File: src/rtl/wb_stage_pipe_pkg.sv
// Shared definitions for the writeback stage, MEM stage and load unit:
// FSM states, load funct3 encodings and the legal datapath widths.
package wb_stage_pipe_pkg;

  typedef enum logic [1:0] {
    ST_IDLE     = 2'd0,
    ST_WAIT_MEM = 2'd1,
    ST_DRAIN    = 2'd2
  } wb_state_e;

  localparam logic [2:0] F3_LB  = 3'b000;
  localparam logic [2:0] F3_LH  = 3'b001;
  localparam logic [2:0] F3_LW  = 3'b010;
  localparam logic [2:0] F3_LD  = 3'b011;
  localparam logic [2:0] F3_LBU = 3'b100;
  localparam logic [2:0] F3_LHU = 3'b101;
  localparam logic [2:0] F3_LWU = 3'b110;

  localparam int XLEN_32 = 32;
  localparam int XLEN_64 = 64;

  function automatic logic xlen_legal(input int xlen);
    return (xlen == XLEN_32) || (xlen == XLEN_64);
  endfunction

endpackage

File: src/rtl/wb_stage_pipe_if.sv
// MEM-to-writeback bundle: instruction handshake, memory response, flush and
// the registered writeback/retire outputs. dbg_state mirrors the stage FSM.
interface wb_stage_pipe_if #(
    parameter int XLEN   = 64,
    parameter int REG_AW = 5,
    parameter int CNT_W  = 64
);
    import wb_stage_pipe_pkg::*;
    localparam int OFF_W = $clog2(XLEN / 8);

    // An instruction transfers on a rising edge where in_valid & in_ready & ~flush;
    // in_valid may be raised independently of in_ready and in_ready depends only on state.
    logic              in_valid;
    logic              in_ready;
    logic              in_mem_read;
    logic              in_jump;
    logic [2:0]        in_funct3;
    logic [OFF_W-1:0]  in_addr_lo;
    logic [REG_AW-1:0] in_rd;
    logic [XLEN-1:0]   in_alu_result;
    logic [XLEN-1:0]   in_pc_incre;
    logic              mem_rsp_valid;
    logic [XLEN-1:0]   mem_rsp_data;
    logic              flush;
    logic              wb_en;
    logic [REG_AW-1:0] wb_rd;
    logic [XLEN-1:0]   wb_data;
    logic [CNT_W-1:0]  retire_cnt;
    wb_state_e         dbg_state;

    modport master (
        output in_valid, in_mem_read, in_jump, in_funct3, in_addr_lo, in_rd,
               in_alu_result, in_pc_incre, mem_rsp_valid, mem_rsp_data, flush,
        input  in_ready, wb_en, wb_rd, wb_data, retire_cnt, dbg_state
    );

    modport slave (
        input  in_valid, in_mem_read, in_jump, in_funct3, in_addr_lo, in_rd,
               in_alu_result, in_pc_incre, mem_rsp_valid, mem_rsp_data, flush,
        output in_ready, wb_en, wb_rd, wb_data, retire_cnt, dbg_state
    );

endinterface

File: src/rtl/wb_stage_pipe_load_extract.sv
// Combinational sub-word load extraction: align raw word by byte offset, then
// sign- or zero-extend to XLEN. Also used by the forwarding path.
module load_extract
    import wb_stage_pipe_pkg::*;
#(
    parameter int XLEN = 64,
    localparam int OFF_W = $clog2(XLEN / 8)
) (
    input  logic [XLEN-1:0]  i_raw,
    input  logic [2:0]       i_funct3,
    input  logic [OFF_W-1:0] i_offset,
    output logic [XLEN-1:0]  o_data
);

    logic [1:0]       w_size;      // log2 of access size in bytes
    logic             w_signed;
    logic [OFF_W-1:0] w_off_mask;
    logic [OFF_W-1:0] w_eff_off;
    logic [XLEN-1:0]  w_shifted;
    logic [6:0]       w_nbits;
    logic [XLEN-1:0]  w_ext_mask;
    logic             w_sign;

    always_comb begin
        w_size   = 2'd3;
        w_signed = 1'b0;
        case (i_funct3)
            F3_LB:   begin w_size = 2'd0; w_signed = 1'b1; end
            F3_LH:   begin w_size = 2'd1; w_signed = 1'b1; end
            F3_LW:   begin w_size = 2'd2; w_signed = 1'b1; end
            F3_LBU:  w_size = 2'd0;
            F3_LHU:  w_size = 2'd1;
            F3_LWU:  w_size = 2'd2;
            default: w_size = 2'd3;
        endcase
        // On a 32-bit datapath every word-or-larger access is simply the full word.
        if ((XLEN == XLEN_32) && (w_size == 2'd3)) w_size = 2'd2;

        w_off_mask = {OFF_W{1'b1}} << w_size;
        w_eff_off  = i_offset & w_off_mask;
        w_shifted  = i_raw >> {w_eff_off, 3'b000};
        w_nbits    = 7'd8 << w_size;
        w_ext_mask = ~({XLEN{1'b1}} << w_nbits);

        case (w_size)
            2'd0:    w_sign = w_signed & w_shifted[7];
            2'd1:    w_sign = w_signed & w_shifted[15];
            2'd2:    w_sign = w_signed & w_shifted[31];
            default: w_sign = 1'b0;
        endcase

        o_data = (w_shifted & w_ext_mask) | ({XLEN{w_sign}} & ~w_ext_mask);
    end

endmodule

File: src/rtl/wb_stage_pipe.sv
// Registered writeback stage: selects link/load/ALU value, waits for late load
// data, handles flush of pending loads and counts retired instructions.
module wb_stage_pipe
    import wb_stage_pipe_pkg::*;
#(
    parameter int XLEN   = 64,
    parameter int REG_AW = 5,
    parameter int CNT_W  = 64
) (
    input  logic           clk,
    input  logic           rst_n,
    wb_stage_pipe_if.slave bus
);

    localparam int OFF_W = $clog2(XLEN / 8);

    if (!xlen_legal(XLEN)) begin : g_bad_xlen
        $error("wb_stage_pipe: XLEN must be 32 or 64");
    end

    wb_state_e         r_state;
    logic [REG_AW-1:0] r_pend_rd;
    logic [2:0]        r_pend_f3;
    logic [OFF_W-1:0]  r_pend_off;
    logic              r_wb_en;
    logic [REG_AW-1:0] r_wb_rd;
    logic [XLEN-1:0]   r_wb_data;
    logic [CNT_W-1:0]  r_retire_cnt;

    logic              w_idle;
    logic              w_accept;
    logic              w_load_wait;
    logic [2:0]        w_ext_f3;
    logic [OFF_W-1:0]  w_ext_off;
    logic [XLEN-1:0]   w_ext_data;
    logic [XLEN-1:0]   w_sel_data;
    logic              w_done;
    logic [REG_AW-1:0] w_done_rd;
    logic [XLEN-1:0]   w_done_data;

    // While a load is pending the extractor must see the latched size/offset,
    // not whatever the MEM stage is presenting now.
    assign w_idle    = (r_state == ST_IDLE);
    assign w_ext_f3  = w_idle ? bus.in_funct3  : r_pend_f3;
    assign w_ext_off = w_idle ? bus.in_addr_lo : r_pend_off;

    load_extract #(.XLEN(XLEN)) u_load_extract (
        .i_raw    (bus.mem_rsp_data),
        .i_funct3 (w_ext_f3),
        .i_offset (w_ext_off),
        .o_data   (w_ext_data)
    );

    assign w_accept    = bus.in_valid & w_idle & ~bus.flush;
    assign w_load_wait = bus.in_mem_read & ~bus.in_jump & ~bus.mem_rsp_valid;
    assign w_sel_data  = bus.in_jump     ? bus.in_pc_incre :
                         bus.in_mem_read ? w_ext_data      : bus.in_alu_result;

    assign w_done      = (w_accept & ~w_load_wait) |
                         ((r_state == ST_WAIT_MEM) & ~bus.flush & bus.mem_rsp_valid);
    assign w_done_rd   = w_idle ? bus.in_rd  : r_pend_rd;
    assign w_done_data = w_idle ? w_sel_data : w_ext_data;

    always_ff @(posedge clk or negedge rst_n) begin
        if (!rst_n) begin
            r_state      <= ST_IDLE;
            r_pend_rd    <= '0;
            r_pend_f3    <= '0;
            r_pend_off   <= '0;
            r_wb_en      <= 1'b0;
            r_wb_rd      <= '0;
            r_wb_data    <= '0;
            r_retire_cnt <= '0;
        end else begin
            r_wb_en <= 1'b0;
            if (w_done) begin
                r_wb_en      <= |w_done_rd;
                r_wb_rd      <= w_done_rd;
                r_wb_data    <= w_done_data;
                r_retire_cnt <= r_retire_cnt + 1'b1;
            end

            case (r_state)
                ST_IDLE: begin
                    if (w_accept && w_load_wait) begin
                        r_pend_rd  <= bus.in_rd;
                        r_pend_f3  <= bus.in_funct3;
                        r_pend_off <= bus.in_addr_lo;
                        r_state    <= ST_WAIT_MEM;
                    end
                end
                ST_WAIT_MEM: begin
                    // A flushed load still owes us a response unless it arrives now.
                    if (bus.flush)              r_state <= bus.mem_rsp_valid ? ST_IDLE : ST_DRAIN;
                    else if (bus.mem_rsp_valid) r_state <= ST_IDLE;
                end
                ST_DRAIN: begin
                    if (bus.mem_rsp_valid) r_state <= ST_IDLE;
                end
                default: r_state <= ST_IDLE;
            endcase
        end
    end

    assign bus.in_ready   = w_idle;
    assign bus.wb_en      = r_wb_en;
    assign bus.wb_rd      = r_wb_rd;
    assign bus.wb_data    = r_wb_data;
    assign bus.retire_cnt = r_retire_cnt;
    assign bus.dbg_state  = r_state;

endmodule

File: src/flat_wrapper.sv
// flat-port wrapper written by rule: the top's interface ports become plain ports
module wb_stage_pipe_flat import wb_stage_pipe_pkg::*;
#(
    parameter int XLEN   = 64,
    parameter int REG_AW = 5,
    parameter int CNT_W  = 64
)
  (clk, rst_n, bus_in_valid, bus_in_mem_read, bus_in_jump, bus_in_funct3, bus_in_addr_lo, bus_in_rd, bus_in_alu_result, bus_in_pc_incre, bus_mem_rsp_valid, bus_mem_rsp_data, bus_flush, bus_in_ready, bus_wb_en, bus_wb_rd, bus_wb_data, bus_retire_cnt, bus_dbg_state);
  wb_stage_pipe_if #(.XLEN(XLEN), .REG_AW(REG_AW), .CNT_W(CNT_W)) bus_i ();
  input  logic clk;
  input  logic rst_n;
  input wire logic [$bits(bus_i.in_valid)-1:0] bus_in_valid;
  input wire logic [$bits(bus_i.in_mem_read)-1:0] bus_in_mem_read;
  input wire logic [$bits(bus_i.in_jump)-1:0] bus_in_jump;
  input wire logic [$bits(bus_i.in_funct3)-1:0] bus_in_funct3;
  input wire logic [$bits(bus_i.in_addr_lo)-1:0] bus_in_addr_lo;
  input wire logic [$bits(bus_i.in_rd)-1:0] bus_in_rd;
  input wire logic [$bits(bus_i.in_alu_result)-1:0] bus_in_alu_result;
  input wire logic [$bits(bus_i.in_pc_incre)-1:0] bus_in_pc_incre;
  input wire logic [$bits(bus_i.mem_rsp_valid)-1:0] bus_mem_rsp_valid;
  input wire logic [$bits(bus_i.mem_rsp_data)-1:0] bus_mem_rsp_data;
  input wire logic [$bits(bus_i.flush)-1:0] bus_flush;
  output wire logic [$bits(bus_i.in_ready)-1:0] bus_in_ready;
  output wire logic [$bits(bus_i.wb_en)-1:0] bus_wb_en;
  output wire logic [$bits(bus_i.wb_rd)-1:0] bus_wb_rd;
  output wire logic [$bits(bus_i.wb_data)-1:0] bus_wb_data;
  output wire logic [$bits(bus_i.retire_cnt)-1:0] bus_retire_cnt;
  output wire logic [$bits(bus_i.dbg_state)-1:0] bus_dbg_state;
  assign bus_i.in_valid = bus_in_valid;
  assign bus_i.in_mem_read = bus_in_mem_read;
  assign bus_i.in_jump = bus_in_jump;
  assign bus_i.in_funct3 = bus_in_funct3;
  assign bus_i.in_addr_lo = bus_in_addr_lo;
  assign bus_i.in_rd = bus_in_rd;
  assign bus_i.in_alu_result = bus_in_alu_result;
  assign bus_i.in_pc_incre = bus_in_pc_incre;
  assign bus_i.mem_rsp_valid = bus_mem_rsp_valid;
  assign bus_i.mem_rsp_data = bus_mem_rsp_data;
  assign bus_i.flush = bus_flush;
  assign bus_in_ready = bus_i.in_ready;
  assign bus_wb_en = bus_i.wb_en;
  assign bus_wb_rd = bus_i.wb_rd;
  assign bus_wb_data = bus_i.wb_data;
  assign bus_retire_cnt = bus_i.retire_cnt;
  assign bus_dbg_state = bus_i.dbg_state;
  wb_stage_pipe #(.XLEN(XLEN), .REG_AW(REG_AW), .CNT_W(CNT_W)) u_core (.clk(clk), .rst_n(rst_n), .bus(bus_i));
endmodule
File: config.mk
export PLATFORM = sky130hd
export DESIGN_NAME = wb_stage_pipe_flat
export DESIGN_NICKNAME = d
export VERILOG_FILES = /design/src/rtl/wb_stage_pipe_pkg.sv /design/src/rtl/wb_stage_pipe_if.sv /design/src/rtl/wb_stage_pipe_load_extract.sv /design/src/rtl/wb_stage_pipe.sv /design/src/flat_wrapper.sv
export SDC_FILE = /design/constraint.sdc
export NUM_CORES = 1
export LEC_CHECK = 0
export BUFFER_PORTS_ARGS = -buffer_cell sky130_fd_sc_hd__buf_2
export CORE_UTILIZATION = 45
export CTS_CLUSTER_DIAMETER = 100
export DETAILED_ROUTE_END_ITERATION = 6
export PLACE_DENSITY_LB_ADDON = 0.1
export SLEW_MARGIN = 20
export SYNTH_ARGS = -nofsm -noshare
export SYNTH_HDL_FRONTEND = slang
export SYNTH_SLANG_ARGS = --single-unit
File: constraint.sdc
create_clock -name clk -period 3.6 [get_ports clk]
set_input_delay 0.18 -clock clk [delete_from_list [all_inputs] [get_ports clk]]
set_output_delay 0.18 -clock clk [all_outputs]
set_load 0.1 [all_outputs]
==> reports/qor.yml <==
status:
  status: "completed"
worst_setup_path:
  critPathLaunchType: "flop"
  r2r_setup_slack_ns: 0.15
  cpPeakStageDelay_ns: 0.55
  critPathMaxFanout: 10
  worstPathCellList: "or2_2 > mux2i_4 > inv_2 > ha_4 > nor4b_4 > a31o_2 > buf_4 > mux2i_1 > mux4_2 > a21oi_4 > buf_12 > o21ai_4 > buf_12 > o22ai_1"
  cp_common_cell: "buf_12"
  cp_slowest_cell: "mux4_2"
  crit_path_end_kind: "flop"
  worst-path-buf-inv: 4
  critical_path_arrival_ns: 3.78
  path_class: "flop to flop"
  critPathTopFamily: "multiplexers"
  crit_required_ns: 3.93
cells_and_area:
  fin_nets: 1604
  areaGrowthSynthToFinish_pct: 32.7
  drive_above_1_share_pct: 33.9
  final-instance-count-excl-fill: 1673
  post-route-util_pct: 60.8
die:
  die_w_um: 145
  io_pins: 347
  die_h_um: 145
  start_util_pct: 45.8
  std_cell_rows: 52
  die_area_um2: 21100
  core_um2: 20200
routing:
  viasPerCell: 5.90
  vias: 9874
  drtAntennaViolNets: 0
  drc: 0
  detail_route.first_pass.iterations: 5
  avgRoutedWirePerCell_um: 21.1
  drt_iter0_drc: 729
  routed_wl_mm: 35.2
timing:
  finalWorstSetupSlack_ns: 0.155
  tightest_slew_ns: 0.783
  max-slew-margin-rel_pct: 47.8
  rsz0062_at_grt: "false"
  setup_viol: 0
  setup_tns_ns: 0
  hold_viol_final: 0
  clock_skew_ns: 0.0161
  fmax_ghz: 0.290
  finalMaxSlewViolations: 0
  fin_crit_sh_pct: 95.7
  fin_crit_ns: 3.45
place:
  gp_congestion: 0.953
  port_buffers: 346
  dpl.cell_count: 1623
  pre_cts_slack_ns: -0.260
  dpl.hpwl_mm: 25.9
pwr:
  seq_power_share_pct: 30.4
  clockPowerShare_pct: 25.9
  p_switching_uw: 3300
  p_leak_uw: 0.00590
  internal_power_uw: 3450
  swShare_pct: 48.9
  ir_drop_uv: 336
  p_comb_share_pct: 43.7
  power_density_nw_per_um2: 550
flow_run:
  cap_violations: 0
synth:
  synth-seq-cells: 147
  yosys.area.top_type: "dfrtp_1"
  ys_async_sr_fraction_pct: 100
  synth_top_area_share_pct: 39.8
  syn_avg_cell_area_um2: 8.79
  seq_area_frac_synth_pct: 39.8
  synth_ff_type: "dfrtp_1"
  syn-num-nets: 1268
  ys.warnings.count: 0
  yosysUniqueCellTypes: 60
  syn_area_um2: 9240
  synth.top_cells.by_count: "dfrtp_1 (147), nand2_1 (105), o21ai_0 (96)"
  ys_top_cells_by_area: "dfrtp_1 (40%), mux2i_1 (6.9%), o21ai_0 (5.2%)"
  synth_most_common_cell: "dfrtp_1"
  synthCells: 1051
  synth-edff-count: 0
grt:
  antenna_found_initial: 5
  grt_pass1_wl_mm: 54.3
  track_usage_pct: 33.2
  grt_max_degree: 118
  first_global_vias: 9475
  grt_overflow_total: 0
hold_path:
  hold_path.class: "input port to flop"
clock_network:
  root_buffer: "clkbuf_16"
  cts_num_sinks: 147
  cts_tree: "built"
  clkLatencyLatePin_ns: 0.44
  cts.path.max_buffers: 2
  numCtsBuffers: 17
  clkSlewWorstSetupHoldPaths_ns: 0.07
  cts_max_level: 4
[per-layer routing]
layer / up-vias / routed length [µm] / global-route usage, % / part of all wire [%]
li1: 4589 / - / - / -
met1: 4752 / 14900 / 44.1 / 42
met2: 466 / 17000 / 55.0 / 48
met3: 63 / 2220 / 5.38 / 6.3
met4: 4 / 1030 / 11.6 / 2.9
met5: - / 24 / 0 / 0.068
[timing repair]
item                                   in CTS  in global routing
pin swaps                                   3                  4
gates resized for setup                     7                  8
gates cloned                                3                  1
endpoints found under the hold margin      87                  0
hold buffers                                4                  0
setup endpoints to repair                  40                 60
buffers inserted                            1                  6
[path summary, 6_finish.rpt]
check	startpoint	depth (start not counted)	end
worst max-delay path	u_core.bus.dbg_state[0]	14	u_core.bus.wb_data[15]
worst min-delay path	bus_in_funct3[2]	2	u_core.r_pend_f3[2]
worst max register to register	u_core.bus.dbg_state[0]	14	u_core.bus.wb_data[15]
worst min register to register	u_core.bus.wb_data[7]	2	u_core.bus.wb_data[7]
max in group asynchronous	rst_n	3	u_core.bus.wb_data[43]
min in group asynchronous	rst_n	2	u_core.bus.retire_cnt[14]
[registers in the layout (all words and copies together) (netlist names)]
| signal | count |
|---|---|
| u_core.bus.dbg_state | 2 |
| u_core.bus.retire_cnt | 64 |
| u_core.bus.wb_data | 64 |
| u_core.bus.wb_en | 1 |
| u_core.bus.wb_rd | 5 |
| u_core.r_pend_f3 | 3 |
| u_core.r_pend_off | 3 |
| u_core.r_pend_rd | 5 |
[cells by family (layout without fill, tap and decap cells)]
logic type      after synthesis  count (layout)  share of synthesized area (%)
fa+ha+maj                     7               7                          0.948
xor+xnor                     63              63                           5.97
buf+inv                      99             445                           4.41
compound gates              359             362                           23.9
mux                          85              85                           9.90
other cells                   0               3                              0
flops                       147             147                           39.8
simple gates                291             291                           15.0
[cell usage in the layout (no fill, tap or decap), drive strengths merged, types with 4 or more instances in the layout]
master       synthesis  layout
dlygate4sd3          0       4
dfrtp              147     147
mux2                18      18
mux2i               64      64
buf                 25     395
and4                14      14
o22ai               37      37
nand2              105     105
xnor2               52      52
nor3                16      16
inv                 13      20
clkinv               0       5
xor2                11      11
a22oi               61      61
nand3               28      28
a311oi              13      13
nand4               20      20
ha                   7       7
and2                13      13
a31oi               23      23
nor3b                5       5
a211oi               4       4
a32oi                5       5
o211ai               6       6
clkbuf              61      19
a21oi               71      71
and3                11      11
nor2                67      67
o21ai              116     119
[power by group through the flow]
stage / clock network (µW) / logic [µW] / registers, µW
floorplan: 0 / 671 / 3550
global placement: 0 / 2840 / 2070
detailed placement: 0 / 2860 / 2070
CTS: 1780 / 2900 / 2050
global route: 1850 / 3060 / 2070
finish: 1750 / 2950 / 2050
[through the flow]
step                hold slack [ns]  power (µW)  area [µm²]
floorplan                    -0.116        4230        9350
global placement              0.295        4910       11400
detailed placement            0.296        4930       11400
CTS                         0.00476        6730       12100
global route                0.00806        6990       12300
finish                       0.0151        6750       12300
[final cells by class]
cell class | count | area [µm²]
fillers | 1856 | 7910
multi-input cells | 808 | 5340
flip-flops and latches | 147 | 3690
repair buffers | 400 | 2270
clock buffers | 18 | 439
well taps | 270 | 338
clock inverters | 14 | 140
inverters | 13 | 48.8
diodes | 3 | 7.51
Power figures use the tool's default switching activity.
